`src/rtl/hiscore_upload.sv`:
```
// Serves hps_io upload reads of the hiscore/NVRAM RAM, one byte per strobe,
// and appends a two's-complement checksum byte after the payload.
//
// state | meaning
// IDLE  | waiting for an ioctl_rd strobe
// REQ   | holding ram_req until the core arbiter grants the RAM port
// READ  | ram_rd issued, counting RAM_LAT cycles before sampling ram_q
// FIX   | returning the checksum byte (addr==SIZE) or 0xFF (addr>SIZE)
module hiscore_upload #(
    parameter int AW      = 10,
    parameter int SIZE    = 1024,
    parameter int RAM_LAT = 1
) (
    input  logic          clk_sys,
    input  logic          reset_n,
    input  logic          ioctl_upload,
    input  logic          ioctl_rd,
    input  logic [15:0]   ioctl_addr,
    output logic [7:0]    ioctl_din,
    output logic          ioctl_wait,
    output logic          ram_req,
    input  logic          ram_gnt,
    output logic [AW-1:0] ram_addr,
    output logic          ram_rd,
    input  logic [7:0]    ram_q,
    output logic          err
);

    typedef enum logic [1:0] {IDLE, REQ, READ, FIX} state_t;

    localparam logic [16:0] SIZE_W   = 17'(SIZE);
    localparam logic [1:0]  LAT_LOAD = 2'(RAM_LAT - 1);

    state_t          state_q, state_d;
    logic [AW-1:0]   addr_q, addr_d;
    logic [7:0]      din_q, din_d;
    logic [7:0]      sum_q, sum_d;
    logic [1:0]      lat_q, lat_d;
    logic            wait_q, wait_d;
    logic            req_q, req_d;
    logic            err_q, err_d;
    logic            upload_q, upload_d;
    logic            fix_sum_q, fix_sum_d;
    logic            in_range;
    logic            upload_rise;

    assign in_range    = {1'b0, ioctl_addr} < SIZE_W;
    assign upload_rise = ioctl_upload & ~upload_q;

    always_comb begin
        state_d   = state_q;
        addr_d    = addr_q;
        din_d     = din_q;
        sum_d     = sum_q;
        lat_d     = lat_q;
        wait_d    = wait_q;
        req_d     = req_q;
        err_d     = err_q;
        fix_sum_d = fix_sum_q;
        upload_d  = ioctl_upload;

        case (state_q)
            IDLE: begin
                if (ioctl_rd && ioctl_upload) begin
                    wait_d = 1'b1;
                    if (in_range) begin
                        addr_d  = ioctl_addr[AW-1:0];
                        req_d   = 1'b1;
                        state_d = REQ;
                    end else begin
                        fix_sum_d = ({1'b0, ioctl_addr} == SIZE_W);
                        state_d   = FIX;
                    end
                end
            end
            REQ: begin
                if (!ioctl_upload) begin
                    state_d = IDLE;
                    req_d   = 1'b0;
                    wait_d  = 1'b0;
                end else if (ram_gnt) begin
                    lat_d   = LAT_LOAD;
                    state_d = READ;
                end
            end
            READ: begin
                // An aborted session leaves din/sum untouched; the in-flight ram_q is dropped.
                if (!ioctl_upload) begin
                    state_d = IDLE;
                    req_d   = 1'b0;
                    wait_d  = 1'b0;
                end else if (lat_q == 2'd0) begin
                    din_d   = ram_q;
                    sum_d   = sum_q + ram_q;
                    req_d   = 1'b0;
                    wait_d  = 1'b0;
                    state_d = IDLE;
                end else begin
                    lat_d = lat_q - 2'd1;
                end
            end
            FIX: begin
                if (ioctl_upload) begin
                    din_d = fix_sum_q ? (8'h00 - sum_q) : 8'hFF;
                end
                wait_d  = 1'b0;
                state_d = IDLE;
            end
            default: state_d = IDLE;
        endcase

        if (state_q != IDLE && ioctl_rd) begin
            err_d = 1'b1;
        end

        if (upload_rise) begin
            sum_d = 8'h00;
            err_d = 1'b0;
        end
    end

    always_ff @(posedge clk_sys or negedge reset_n) begin
        if (!reset_n) begin
            state_q   <= IDLE;
            addr_q    <= '0;
            din_q     <= 8'h00;
            sum_q     <= 8'h00;
            lat_q     <= 2'd0;
            wait_q    <= 1'b0;
            req_q     <= 1'b0;
            err_q     <= 1'b0;
            upload_q  <= 1'b0;
            fix_sum_q <= 1'b0;
        end else begin
            state_q   <= state_d;
            addr_q    <= addr_d;
            din_q     <= din_d;
            sum_q     <= sum_d;
            lat_q     <= lat_d;
            wait_q    <= wait_d;
            req_q     <= req_d;
            err_q     <= err_d;
            upload_q  <= upload_d;
            fix_sum_q <= fix_sum_d;
        end
    end

    // Strobe follows the grant in the same cycle so a granted port is never held idle.
    assign ram_rd     = (state_q == REQ) & ram_gnt & ioctl_upload;
    assign ram_addr   = addr_q;
    assign ram_req    = req_q;
    assign ioctl_din  = din_q;
    assign ioctl_wait = wait_q;
    assign err        = err_q;

endmodule

```
`config.mk`:
```
export PLATFORM = sky130hd
export DESIGN_NAME = hiscore_upload
export DESIGN_NICKNAME = d
export VERILOG_FILES = /design/src/rtl/hiscore_upload.sv
export SDC_FILE = /design/constraint.sdc
export NUM_CORES = 1
export LEC_CHECK = 0
export ABC_AREA = 1
export CELL_PAD_IN_SITES_DETAIL_PLACEMENT = 0
export CELL_PAD_IN_SITES_GLOBAL_PLACEMENT = 1
export CORE_UTILIZATION = 36
export DETAILED_ROUTE_END_ITERATION = 8
export PLACE_DENSITY = 0.9
export SYNTH_ARGS = -nofsm -noshare
export SYNTH_HDL_FRONTEND = slang
export SYNTH_SLANG_ARGS = --single-unit
export TNS_END_PERCENT = 30
```
`constraint.sdc`:
```
create_clock -name clk_sys -period 1.7 [get_ports clk_sys]
set_input_delay 0.255 -clock clk_sys [delete_from_list [all_inputs] [get_ports clk_sys]]
set_output_delay 0.255 -clock clk_sys [all_outputs]
set_load 0.02 [all_outputs]
```
## Word-level counts from Yosys, hierarchy flattened

Index checks and enable logic that the tools add are counted.

| word-level totals | value |
|---|---|
| memories kept | 0 |
| ROM bits | 0 |
| RAM bits | 0 |
| register bits after elaboration | 35 |
| bits in latches | 0 |
| bits of input ports | 29 |
| output and inout port bits | 22 |
| word-level logic and storage cells | 85 |

| operators by class | value |
|---|---|
| bitwise operators | 5 |
| multipliers | 0 |
| $lt $le $gt $ge | 1 |
| div/mod/pow operators | 0 |
| shifts and indexed selects | 0 |
| $add $sub $neg | 3 |
| equal/unequal tests | 15 |
| reductions and logical operators | 20 |
| mux-type cells | 31 |

Operator list:

| cell | count |
|---|---|
| $mux W8 | 8 |
| $mux W2 | 10 |
| $ne A2 B2 Y1 const B | 9 |
| $eq A16 B11 Y1 const B | 1 |
| $lt A16 B11 Y1 const B | 1 |
| $pmux W8 S2 | 1 |
| $reduce_and A3 Y1 | 5 |
| $reduce_bool A2 Y1 | 7 |
| $reduce_and A5 Y1 | 2 |
| $add A8 B8 Y8 | 1 |
| $mux W1 | 8 |
| $pmux W2 S4 | 1 |
| $sub A1 B8 Y8 const A | 1 |
| $ne A3 B3 Y1 const B | 2 |
| $eq A2 B2 Y1 const B | 2 |
| $logic_not A2 Y1 | 2 |
| $pmux W1 S4 | 1 |
| $pmux W2 S2 | 1 |
| $reduce_and A4 Y1 | 1 |
| $and A1 B1 Y1 | 3 |
| $pmux W1 S3 | 1 |
| $reduce_bool A3 Y1 | 1 |
| $eq A2 B1 Y1 const B | 1 |
| $logic_and A1 B1 Y1 | 2 |
| other kinds (2) | 3 |

## Depth between registers and ports, before layout

| logic depth | value |
|---|---|
| depth after elaboration | 5 |
| gate-level depth with buffers | 9 |
| depth with buffers taken out | 9 |

## Worst setup path after synthesis

OpenSTA, ideal clock, no wires.

| timing | value |
|---|---|
| path kind | reg-to-reg |
| from | register sum_q[0] |
| to | register sum_q[2] |
| setup time | 126 ps |
| arrival time | 1,411 ps |
| data required time | 1,574 ps |
| stages on the path, launching flop included | 6 |
| period minus slack after synthesis | 1,538 ps |
| slack | 162 ps |
| path through | dfrtp_1 > ha_1 > fa_1 > or2_2 > nand4_1 > o21ai_0 |

| on the way | value |
|---|---|
| longest elaborated chain between the ends | 5 |

Ends and longest elaborated chain:

| item | line | RTL |
|---|---|---|
| from (decl) | 37 | `logic [7:0] sum_q, sum_d;` |
| from (signal assigned) | 138 | `sum_q <= sum_d;` |
| $add A8 B8 Y8 | 94 | `sum_d = sum_q + ram_q;` |
| $mux W8 | 92 | `end else if (lat_q == 2'd0) begin` |
| $mux W8 | 88 | `if (!ioctl_upload) begin` |
| $mux W8 | 62 | `case (state_q)` |
| $mux W8 | 116 | `if (upload_rise) begin` |

Every way passes these cells. The select of a mux whose other input is x is not followed.
A chain may end at the register's enable or synchronous reset.

## Worst setup path after layout

| timing | value |
|---|---|
| from | input port ram_q[0] |
| to | register sum_q[2] |

| on the way | value |
|---|---|
| longest elaborated chain between the ends | 5 |

Ends and longest elaborated chain:

| item | line | RTL |
|---|---|---|
| from (decl) | 25 | `input logic [7:0] ram_q,` |
| $add A8 B8 Y8 | 94 |  |
| $mux W8 | 92 |  |
| $mux W8 | 88 |  |
| $mux W8 | 62 |  |
| $mux W8 | 116 |  |

Every way passes these cells. The select of a mux whose other input is x is not followed.

==> impl_results.md <==
- Max Slew Vio Count: 0
- Worst skew pair latency: approximately 290 ps
- Row cnt: 28
- Syn Std Cell Area: approximately 0.0022 mm²
- Gate Count Post-Synth: just under 300
- CTS buffer count: 5
- CTS tree: yes
- Worst-case clock skew: between 6 and 7 ps
- Vias: approximately 2000
- Top Family by Delay on Critical Path: adder cells
- Yosys top cell by area: dfrtp_1
- GRT Total Usage: 0.1838
- Nature of the critical path startpoint: primary input
- Placer Congestion: roughly 0.87
- Commonest cells after routing, fill and taps aside: nand2_1 (88), clkdlybuf4s50_1 (49), inv_1 (45)
- Post-DR vias/cell: about 4.7
- Post-DRT Antenna Nets: 0
- Initial Util: 0.3711
- CP max stage cell: clkdlybuf4s50_1
- Clk sinks: 35
- FF+latch count, synth: 35
- Port bufs: 50
- Critical path data required time: approximately 1900 ps
- Die area: roughly 0.0064 mm²
- Fmax: a little over 600 MHz
- Placed cell count: between 400 and 500
- GRT overflow: 0
- Count of final setup violators: 0
- Pwr dens: between 1000 and 1500 mW/mm²
- Worst hold path type: primary input to async pin
- Drt drc: 0
- R2R Path Start: sum_q[0]$_DFFE_PN0P_
- Hold Slack: between 300 and 400 ps
- Synth-to-Final Area Change: 36.10%
- Reg2reg end: sum_q[2]$_DFFE_PN0P_
- CP Depth: 6
- Top Ports: 51
- Slowest stage delay, CP: ~430 ps
- Seq/Total Area, Yosys: 0.3986
- Critical path capture point type: flip-flop
- Share of layout cells above drive strength 1: 0.1389
- Syn avg cell area: between 7 and 8 µm²
- Antenna violations before repair: 0
- TritonRoute pass-1 iters: 4
- Die height: 80.12 µm
- Fin nets: between 400 and 500
- Status: complete, no violations
- Die width: between 80 and 90 µm
- Setup CP Type: primary input to flip-flop
- Core area: 0.005921 mm²
- Leak Pwr: 1.519 nW
- Synth cell types: 27
- Maximum VDD drop: ~0.00070 V
- CP max FO: 4
- Clock transition at path regs: approximately 70 ps
- Yosys top cell area share: 0.3986
- Final Hold Viols: 0
- Pin count of the biggest net entering global routing: 36
- Crit path arrival time: 1780 ps
- Maxcap violations: 0
- Post-Layout Cell Count: approximately 440
- DR iter-0 viols: 91
- Max Root-Sink Buffers: 2
- R2R cell count: 5
- Final setup margin: just under 100 ps
- Post-Syn Nets: 333
- Setup_tns: 0 ps
- Total power: roughly 4.1 mW
- First-pass GRT wire length: between 9000 and 10000 µm
- Final min period: roughly 1600 ps
- Root Buffer: clkbuf_8
- Cell chain of the critical path: clkdlybuf4s50_1, ha_1, fa_2, or2_2, nand4_1, o21ai_0
- Synth area leaders: dfrtp_1 (40%), nand2_1 (15%), inv_1 (7.7%)
- Pre-CTS WS: -276.5 ps
- WL per Instance: ~12 µm
- RSZ-0062 raised after global routing: true
- Worst-margin pin slew: ~450 ps
- H-tree Lvls: 2
- Synth Warn #: 0
- Worst slew margin: 0.7015
- Vias in the first global route: 2030
- Leading cell type in the layout, fill and taps excluded: nand2_1
- Final Cycle Share: 0.9429
- R2r setup slk: 120 ps
- DP HPWL: ~3900 µm
- CTS hold repair buffers: 0
- Final wirelength: 5017 µm
- Antenna diodes: 0
- Buf/Inv on CP: 1
## Yosys cell counts
cell	count
or2_2	2
buf_2	1
nand3_2	1
nand4_2	1
nor2_2	2
nor2_1	22
o32ai_1	1
o21ai_1	2
o22ai_1	4
inv_1	45
fa_1	1
inv_2	1
nand3b_1	1
o211ai_1	2
xor2_1	1
dfrtp_1	35
ha_1	13
nor2_4	1
nand4_1	6
a21oi_1	8
nand2_1	88
o21ai_2	12
o21ai_0	11
nand2_2	3
buf_6	4
o21bai_1	1
nand3_1	21
## worst max-delay path by stage
stage                           startpoint                        to  slack (ps)
floorplan             sum_q[0]$_DFFE_PN0P_      sum_q[2]$_DFFE_PN0P_         160
global placement                  ram_q[0]      sum_q[2]$_DFFE_PN0P_        -250
detailed placement                ram_q[0]      sum_q[2]$_DFFE_PN0P_        -280
CTS                 state_q[1]$_DFFE_PN0P_                    ram_rd          20
global route        state_q[0]$_DFFE_PN0P_  ioctl_din[7]$_DFFE_PN0P_          -5
finish                            ram_q[0]      sum_q[2]$_DFFE_PN0P_         100
## power by group
part	internal [mW]	switching, mW	total [mW]	leakage [nW]
Combinational	0.914	1.24	2.15	1.01
Clock	0.369	0.314	0.682	0.0505
Sequential	1.08	0.179	1.26	0.461
Total	2.36	1.73	4.09	1.52
## stage by stage
stage / utilization / cell area (µm²)
finish: 0.5051 / 2990
global route: 0.5051 / 2990
CTS: 0.5042 / 2985
detailed placement: 0.4867 / 2882
global placement: 0.4867 / 2882
floorplan: - / 2197
## sequential cells by signal, summed over array words and instances, names as in the netlist
signal      flops
err             1
fix_sum_q       1
ioctl_din       8
ioctl_wait      1
lat_q           2
ram_addr       10
ram_req         1
state_q         2
sum_q           8
upload_q        1
## metal layers
layer  vias up  track usage  share of wire
met5         -            0              0
met4         0      0.07857          0.026
met3        12      0.03182          0.026
met2        34       0.3120           0.48
met1       938       0.2285           0.46
li1       1063            -              -
## logic make-up (layout without fill, tap and decap cells)
group,after synthesis,count (layout),share of synthesized area
compound gates,41,41,0.1213
xor+xnor,1,1,0.003987
fa+ha+maj,14,14,0.08315
buf+inv,51,121,0.1014
flops,35,35,0.3986
simple gates,148,148,0.2916
## timing repair
| item | CTS | global route |
|---|---|---|
| gates resized for setup | 2 | 4 |
| endpoints found under the setup margin | 1 | 6 |
| setup buffers | 0 | 0 |
## area by class of cell
cell class,count,area [µm²]
Tap cell,75,93.84
Timing Repair Buffer,67,635.6
Multi-Input combinational cell,204,1106
Sequential cell,35,875.8
Clock buffer,7,96.34
Clock inverter,1,7.507
Fill cell,594,2930
Inverter,46,175.2
(Power assumes the default switching activity.)
